`src/rtl/traffic_phase_ctrl.sv`:
```
// Cyclic traffic-light phase controller: ALL_RED -> GREEN -> YELLOW per board, round robin.
// Optional macro DEMAND_SKIP_EN: choose the next board from the req flags and idle in ALL_RED when none is set.
module traffic_phase_ctrl #(
    parameter int NUM_BOARDS   = 4,
    parameter int GREEN_TICKS  = 5,
    parameter int YELLOW_TICKS = 2,
    parameter int ALLRED_TICKS = 1,
    localparam int SEL_W = (NUM_BOARDS <= 2) ? 1 : $clog2(NUM_BOARDS),
    localparam int MAX_D = (GREEN_TICKS > YELLOW_TICKS)
                         ? ((GREEN_TICKS > ALLRED_TICKS) ? GREEN_TICKS : ALLRED_TICKS)
                         : ((YELLOW_TICKS > ALLRED_TICKS) ? YELLOW_TICKS : ALLRED_TICKS),
    localparam int CNT_W = $clog2(MAX_D) + 1
) (
    input  logic                    clk,
    input  logic                    rst_n,
    input  logic                    tick,
    input  logic                    hold,
    input  logic [NUM_BOARDS-1:0]   req,
    output logic [SEL_W-1:0]        board_sel,
    output logic [2*NUM_BOARDS-1:0] lights,
    output logic                    phase_done
);

    typedef enum logic [1:0] {
        S_ALL_RED = 2'd0,
        S_GREEN   = 2'd1,
        S_YELLOW  = 2'd2
    } state_t;

    localparam logic [CNT_W-1:0] G_LAST   = CNT_W'(GREEN_TICKS - 1);
    localparam logic [CNT_W-1:0] Y_LAST   = CNT_W'(YELLOW_TICKS - 1);
    localparam logic [CNT_W-1:0] AR_LAST  = CNT_W'(ALLRED_TICKS - 1);
    localparam logic [SEL_W-1:0] SEL_LAST = SEL_W'(NUM_BOARDS - 1);

    state_t                  state, state_n;
    logic [CNT_W-1:0]        count, count_n;
    logic [SEL_W-1:0]        nxt, nxt_n, sel_n;
    logic [2*NUM_BOARDS-1:0] lights_n;
    logic                    done_n;
    logic                    qual;

    assign qual = tick & ~hold;

`ifdef DEMAND_SKIP_EN
    // Rotate req so bit 0 is the board at 'start', then take the lowest set bit.
    function automatic logic [SEL_W-1:0] next_board(input logic [NUM_BOARDS-1:0] r,
                                                    input logic [SEL_W-1:0]      start);
        logic [2*NUM_BOARDS-1:0] rot;
        int off;
        int idx;
        rot = {r, r} >> start;
        off = 0;
        for (int k = NUM_BOARDS - 1; k >= 0; k--) begin
            if (rot[k]) off = k;
        end
        idx = int'(start) + off;
        if (idx >= NUM_BOARDS) idx = idx - NUM_BOARDS;
        return SEL_W'(idx);
    endfunction
`else
    logic unused_req;
    assign unused_req = ^req;
`endif

    always_comb begin
        state_n  = state;
        count_n  = count;
        sel_n    = board_sel;
        nxt_n    = nxt;
        done_n   = 1'b0;
        lights_n = '0;
        if (qual) begin
            case (state)
                S_ALL_RED: begin
                    if (count == AR_LAST) begin
`ifdef DEMAND_SKIP_EN
                        // No demand: park on the terminal count and retry every tick.
                        if (|req) begin
                            state_n = S_GREEN;
                            sel_n   = next_board(req, nxt);
                            count_n = '0;
                        end
`else
                        state_n = S_GREEN;
                        sel_n   = nxt;
                        count_n = '0;
`endif
                    end else begin
                        count_n = count + CNT_W'(1);
                    end
                end
                S_GREEN: begin
                    if (count == G_LAST) begin
                        state_n = S_YELLOW;
                        count_n = '0;
                    end else begin
                        count_n = count + CNT_W'(1);
                    end
                end
                S_YELLOW: begin
                    if (count == Y_LAST) begin
                        state_n = S_ALL_RED;
                        count_n = '0;
                        done_n  = 1'b1;
                        nxt_n   = (board_sel == SEL_LAST) ? '0 : board_sel + SEL_W'(1);
                    end else begin
                        count_n = count + CNT_W'(1);
                    end
                end
                default: begin
                    state_n = S_ALL_RED;
                    count_n = '0;
                end
            endcase
        end
        // Outputs are registered, so decode them from the next state.
        for (int i = 0; i < NUM_BOARDS; i++) begin
            if (SEL_W'(i) == sel_n) begin
                if (state_n == S_GREEN)       lights_n[2*i +: 2] = 2'd2;
                else if (state_n == S_YELLOW) lights_n[2*i +: 2] = 2'd1;
            end
        end
    end

    always_ff @(posedge clk or negedge rst_n) begin
        if (!rst_n) begin
            state      <= S_ALL_RED;
            count      <= '0;
            board_sel  <= '0;
            nxt        <= '0;
            lights     <= '0;
            phase_done <= 1'b0;
        end else begin
            state      <= state_n;
            count      <= count_n;
            board_sel  <= sel_n;
            nxt        <= nxt_n;
            lights     <= lights_n;
            phase_done <= done_n;
        end
    end

endmodule

```
`config.mk`:
```
export PLATFORM = sky130hd
export DESIGN_NAME = traffic_phase_ctrl
export DESIGN_NICKNAME = d
export VERILOG_FILES = /design/src/rtl/traffic_phase_ctrl.sv
export SDC_FILE = /design/constraint.sdc
export NUM_CORES = 1
export LEC_CHECK = 0
export BUFFER_PORTS_ARGS = -buffer_cell sky130_fd_sc_hd__buf_2
export CORE_MARGIN = 1
export CORE_UTILIZATION = 45
export DETAILED_ROUTE_END_ITERATION = 7
export PLACE_DENSITY = 0.79
export SKIP_CTS_REPAIR_TIMING = 1
export SLEW_MARGIN = 20
export SYNTH_ARGS = -nofsm -noshare
export SYNTH_HDL_FRONTEND = slang
export SYNTH_SLANG_ARGS = --single-unit
```
`constraint.sdc`:
```
create_clock -name clk -period 5.6 [get_ports clk]
set_input_delay 1.12 -clock clk [delete_from_list [all_inputs] [get_ports clk]]
set_output_delay 1.12 -clock clk [all_outputs]
set_load 0.1 [all_outputs]
```
==> impl_metrics.csv, run 1 <==
group,metric,value,unit
outcome,status,"finished, final reports clean",
setup_path,worstPathRequired,4.48,ns
clock_tree,cts-root-buf,"clkbuf_4",
detailed_routing,totalWireLength,1720,um
setup_path,critPathBufInv,1,
synth,syn-cell-area,978,um^2
grt,grt_antenna_before_repair,0,
grt,grt_max_degree,20,
floorplan,dieArea,2360,um^2
sta,setup_tns,0,ns
sta,tightest_slew,0.477,ns
setup_path,rr_startpoint,"count[0]",
clock_tree,cts_buffers,3,
setup_path,cpPeakStageDelay,0.48,ns
setup_path,crit_path_end_kind,"output pin",
sta,setup_violations,0,
setup_path,worst_ep_arrival_time,1.24,ns
synth,postSynthAreaPerCell,10.4,um^2
grt,grt_first_pass_wirelength,3000,um
clock_tree,cts_tree,"done",
detailed_routing,routedWlPerCell,12.7,um
setup_path,critPathTopFamily,"flip-flops",
synth,syn_inst,94,
detailed_routing,drt_iter0_markers,31,
clock_tree,cts.reportedPaths.clkPinSlew,0.11,ns
sta,fmax,424,MHz
detailed_routing,drc_errors,0,
detailed_routing,viasPerCell,5.08,
floorplan,fp.dieW,48.6,um
clock_tree,clock-sinks,19,
floorplan,io_pins,19,
setup_path,path_class,"register to output pin",
synth,ys_ff_latch,19,
grt,grt_usage,0.167,
worst_hold_path,holdPathStages,1,
place,dp_hpwl,1230,um
pwr,leakagePower,0.533,nW
synth,ys_seq_area_frac,0.486,
worst_hold_path,min_from,"count[1]",
sta,slew_viol_final,0,
layout,drive_gt1_frac,0.229,
detailed_routing,dr.pass1.iters,5,
setup_path,crit_path_top_delay_cell,"dfrtp_1",
worst_hold_path,min_path_type,"register to register",
pwr,ir_worst_vdd,205,uV
synth,yosysTopAreaCell,"dfrtp_1",
sta,rsz0062_at_grt,"false",
floorplan,num_rows,16,
layout,areaGrowthSynthToFinish,10.7,%
place,routabilityCongestion,0.875,
grt,grt_pass1_vias,676,
layout,diodes,0,
setup_path,cp_max_fo,8,
run,cap_violations,0,
setup_path,reg2reg_depth,6,
sta,finalHoldViolCount,0,
detailed_routing,dr_total_vias,691,
synth,yosysWarnings,0,
floorplan,fp.dieH,48.6,um
synth,synth_cell_type_count,27,
synth,synth.top_cell.area_share,0.486,
sta,relSlewSlack,0.680,
clock_tree,clock_latency,0.29,ns
sta,fin_crit_sh,0.422,
setup_path,crit_path_start,"board_sel[0]",
setup_path,cp.depth,1,
floorplan,core_area,2000,um^2
clock_tree,htreeDepth,1,
pwr,p_per_area,405,nW/um^2
setup_path,crit_chain,"buf_2",
layout,finalNetCount,122,
layout,finish.utilization,0.541,
sta,min_period,2.36,ns
place,io_buffers,14,
synth,synth_area_leaders,"dfrtp_1, ha_1, nor2_1",
setup_path,crit_path_start_kind,"register",
grt,gr-total-overflow,0,
floorplan,start_util,0.489,
detailed_routing,ant_nets,0,
clock_tree,cts_buffer_depth,2,
synth,synthesis.nets,106,
sta,fin_worst_skew,0.00749,ns
cell type report:
cell class,count,area [um^2]
clock inverters,1,5.00
clock buffers,3,22.5
multi-input cells,66,454
well taps,27,33.8
flip-flops and latches,19,475
repair buffers,14,70.1
fillers,183,918
inverters,6,22.5
routing by layer:
| metal | global-route usage | part of all wire | vias to the layer above |
|---|---|---|---|
| met5 | 0 | 0 | - |
| met4 | 0.0980 | 0.028 | 0 |
| met3 | 0.0220 | 0.037 | 7 |
| met2 | 0.273 | 0.48 | 24 |
| met1 | 0.210 | 0.46 | 307 |
| li1 | - | - | 353 |
registers in the layout, indices dropped and copies added (netlist names):
name        flops
count           4
board_sel       2
nxt             2
phase_done      1
lights          8
state           2
worst reg2reg max path: cells and delay by family, from the launching register on:
family                   cells  cell delay (ns)
AO/OA/AOI/OAI                3             0.67
flip-flops                   1             0.47
AND/OR/NAND/NOR              1             0.37
adder cells (fa/ha/maj)      1             0.26
buffers and inverters        1             0.10
cells in the mapped netlist:
cell / number
dfrtp_1: 19
a221o_1: 1
o21ai_0: 4
or2_2: 1
nor2_1: 12
nor4_4: 1
a32o_1: 1
mux2i_1: 4
nand3_1: 3
nand2_1: 9
o31ai_1: 2
mux2_2: 3
o22ai_1: 1
nor3_1: 1
buf_4: 2
nor2b_1: 5
a21oi_1: 6
a31oi_1: 1
inv_1: 6
ha_1: 4
buf_6: 1
mux2_1: 1
nand4bb_4: 1
and2b_2: 1
nand4_1: 1
or3b_1: 1
nand2b_1: 2
final timing paths:
check	to	slack (ns)
worst max-delay path	board_sel[0]	3.24
worst min-delay path	count[1]	0.56
worst max register to register	count[2]	3.63
worst min register to register	count[1]	0.56
max in group asynchronous	lights[5]	4.58
min in group asynchronous	count[0]	0.73
cells in the final DEF, fill, tap and decap left out, drive strengths merged, types with 2 or more instances in the layout:
cell     n
nor2    12
o31ai    2
ha       4
nand2    9
inv      6
dfrtp   19
o21ai    4
nand3    3
mux2     4
nor2b    5
a21oi    6
buf     14
nand2b   2
clkbuf   3
mux2i    4
logic make-up (layout without fill, tap and decap cells):
group / after synthesis / count (layout) / synth area share
flops: 19 / 19 / 0.486
simple gates: 38 / 38 / 0.226
buf+inv: 9 / 24 / 0.0499
fa+ha+maj: 4 / 4 / 0.0512
compound gates: 16 / 16 / 0.0998
mux: 8 / 8 / 0.0870
metrics by stage:
stage               instances  total power [mW]  hold WS, ns  instance area (um^2)  setup WS, ns
floorplan                  94             0.346        0.513                   978          3.37
global placement          132             0.359        0.537                  1060          3.14
detailed placement        132             0.370        0.543                  1060          3.13
CTS                       136             0.439        0.566                  1080          3.23
global route              136             0.468        0.614                  1080          3.16
finish                    136             0.439        0.560                  1080          3.24
power breakdown:
| part | internal (mW) | switching [mW] | total, mW | leakage (nW) |
|---|---|---|---|---|
| combinational | 0.0568 | 0.108 | 0.165 | 0.260 |
| clock | 0.0266 | 0.0409 | 0.0675 | 0.0177 |
| sequential | 0.162 | 0.0450 | 0.207 | 0.256 |
Power figures use the tool's default switching activity.
==> inputs of run 2 (changes only) <==
--- a/config.mk
+++ b/config.mk
@@ -5,6 +5,7 @@
 export SDC_FILE = /design/constraint.sdc
 export NUM_CORES = 1
 export LEC_CHECK = 0
+export ABC_AREA = 1
 export BUFFER_PORTS_ARGS = -buffer_cell sky130_fd_sc_hd__buf_2
 export CORE_MARGIN = 1
 export CORE_UTILIZATION = 45
==> constraint.sdc (replaced) <==
create_clock -name clk -period 2.3 [get_ports clk]
set_input_delay 0.46 -clock clk [delete_from_list [all_inputs] [get_ports clk]]
set_output_delay 0.46 -clock clk [all_outputs]
set_load 0.1 [all_outputs]
==> impl_metrics.csv, run 2 <==
group,metric,value,unit
outcome,status,"finished, final reports clean",
layout,finalNetCount,151,
sta,fin_crit_sh,0.713,
sta,relSlewSlack,0.678,
synth,yosysTopAreaCell,"dfrtp_1",
setup_path,worst_ep_arrival_time,1.18,ns
setup_path,crit_path_start_kind,"register",
sta,fmax,610,MHz
setup_path,path_class,"register to output pin",
synth,synth_area_leaders,"dfrtp_1, nand2_1, nand2_2",
sta,slew_viol_final,0,
detailed_routing,dr_total_vias,784,
place,dp_cells,162,
layout,final_common_cell,"nand2_1",
layout,design_area,1180,um^2
layout,areaGrowthSynthToFinish,11.4,%
clock_tree,htreeDepth,1,
setup_path,cp_max_fo,5,
floorplan,start_util,0.480,
layout,fill_cells,217,
layout,finish.utilization,0.535,
synth,synth_flop_cell,"dfrtp_1",
floorplan,fp.dieW,50.6,um
sta,min_period,1.64,ns
synth,ys_ff_latch,19,
layout,reg_top3,"lights (8), count (4)",
floorplan,dieArea,2560,um^2
sta,setup_slack,0.660,ns
sta,setup_tns,0,ns
layout,regMostFlops,"lights",
grt,grt_antenna_before_repair,0,
place,dp_hpwl,1350,um
synth,synth_cell_type_count,17,
layout,mostFrequentLayoutCells,"nand2_1, dfrtp_1, nand2_2, buf_2, nand3_1",
pwr,leakagePower,0.636,nW
clock_tree,cts_buffers,3,
synth,ys_seq_area_frac,0.448,
synth,synthesis.nets,133,
synth,synthMostInstantiatedCell,"nand2_1",
clock_tree,cts_buffer_depth,2,
layout,largest_register_ff_count,8,
sta,rsz0062_at_grt,"false",
synth,yosysWarnings,0,
clock_tree,clock-sinks,19,
place,dp_slack,0.798,ns
clock_tree,cts-root-buf,"clkbuf_4",
pwr,finalPower,1.51,mW
pwr,p_per_area,1270,nW/um^2
detailed_routing,routedWlPerCell,10.3,um
clock_tree,cts_tree,"done",
sta,fin_worst_skew,0.00749,ns
layout,fin_cells,166,
floorplan,fp.dieH,50.6,um
grt,grt_first_pass_wirelength,2970,um
detailed_routing,viasPerCell,4.72,
setup_path,critPathTopFamily,"buffers and inverters",
synth,postSynthAreaPerCell,8.78,um^2
setup_path,crit_chain,"buf_2",
setup_path,crit_path_end_kind,"output pin",
clock_tree,cts.reportedPaths.clkPinSlew,0.11,ns
detailed_routing,dr.pass1.iters,4,
run,cap_violations,0,
grt,grt_max_degree,20,
setup_path,worstPathRequired,1.84,ns
detailed_routing,drt_iter0_markers,14,
sta,whs,0.0761,ns
detailed_routing,totalWireLength,1720,um
floorplan,io_pins,19,
synth,syn-cell-area,1060,um^2
place,dpl_cell_area,1160,um^2
worst_hold_path,min_path_type,"input port to async pin",
synth,synth_edf_count,0,
detailed_routing,drc_errors,0,
floorplan,num_rows,17,
floorplan,core_area,2210,um^2
synth,synth.top_cell.area_share,0.448,
detailed_routing,ant_nets,0,
place,io_buffers,14,
grt,gr-total-overflow,0,
sta,tightest_slew,0.487,ns
setup_path,cpPeakStageDelay,0.46,ns
synth,synth_top_cells_by_count,"nand2_1, dfrtp_1, nand2_2, nand3_1, nor2_2",
grt,grt_pass1_vias,693,
grt,grt_usage,0.156,
sta,finalHoldViolCount,0,
synth,syn_inst,121,
place,routabilityCongestion,0.798,
layout,drive_gt1_frac,0.406,
clock_tree,clock_latency,0.29,ns
setup_path,critPathBufInv,1,
layout,diodes,0,
sta,setup_violations,0,
setup_path,crit_path_top_delay_cell,"buf_2",
pwr,ir_worst_vdd,761,uV
synth,async_reset_ff_frac,1.00,
==> run 2: cell types whose count changed in the layout (fill, tap and decap cells not counted), sizes merged, moves of 2 or more <==
| cell | change |
|---|---|
| nor2 | +8 |
| o31ai | -2 |
| nor2b | -5 |
| nand2b | -2 |
| nand3 | +11 |
| inv | +8 |
| a21oi | -5 |
| nand2 | +33 |
| mux2i | -4 |
| mux2 | -4 |
==> run 2: path summary, 6_finish.rpt <==
path / start / endpoint / slack [ns] / cells past startpoint
setup / recovery: board_sel[0] / board_sel[0] / 0.66 / 1
hold / removal: rst_n / state[1] / 0.08 / 1
setup reg to reg: count[0] / lights[5] / 0.76 / 9
hold reg to reg: nxt[0] / board_sel[0] / 0.56 / 2
max in group asynchronous: rst_n / board_sel[0] / 1.93 / 1
min in group clk: tick / count[2] / 0.49 / 4
==> run 2: power by group <==
| group | total, mW | leakage [nW] | switching (mW) | internal [mW] |
|---|---|---|---|---|
| Combinational | 0.835 | 0.377 | 0.631 | 0.204 |
| Sequential | 0.504 | 0.241 | 0.0875 | 0.417 |
| Clock | 0.169 | 0.0177 | 0.104 | 0.0646 |
==> run 2: cell type report <==
type	instances	area, um^2	share of cell area
Inverter	14	52.6	0.0444
Sequential cell	19	475	0.402
Clock inverter	1	5.00	0.00423
Clock buffer	3	22.5	0.0190
Multi-Input combinational cell	87	523	0.442
Tap cell	28	35.0	0.0296
Timing Repair Buffer	14	70.1	0.0592
==> run 2: per-layer routing <==
layer	up-vias	global-route usage	wire length [um]
met5	-	0	0
met4	0	0.0648	17
met3	4	0.0303	62
met2	20	0.264	827
met1	352	0.194	811
li1	408	-	-
==> run 2: logic make-up after synthesis <==
family	Yosys count	share of synthesized area
flip-flops	19	0.448
AND/OR/NAND/NOR	76	0.409
AO/OA/AOI/OAI	6	0.0283
buffers and inverters	15	0.0601
adder cells (fa/ha/maj)	4	0.0471
XOR/XNOR	1	0.00825
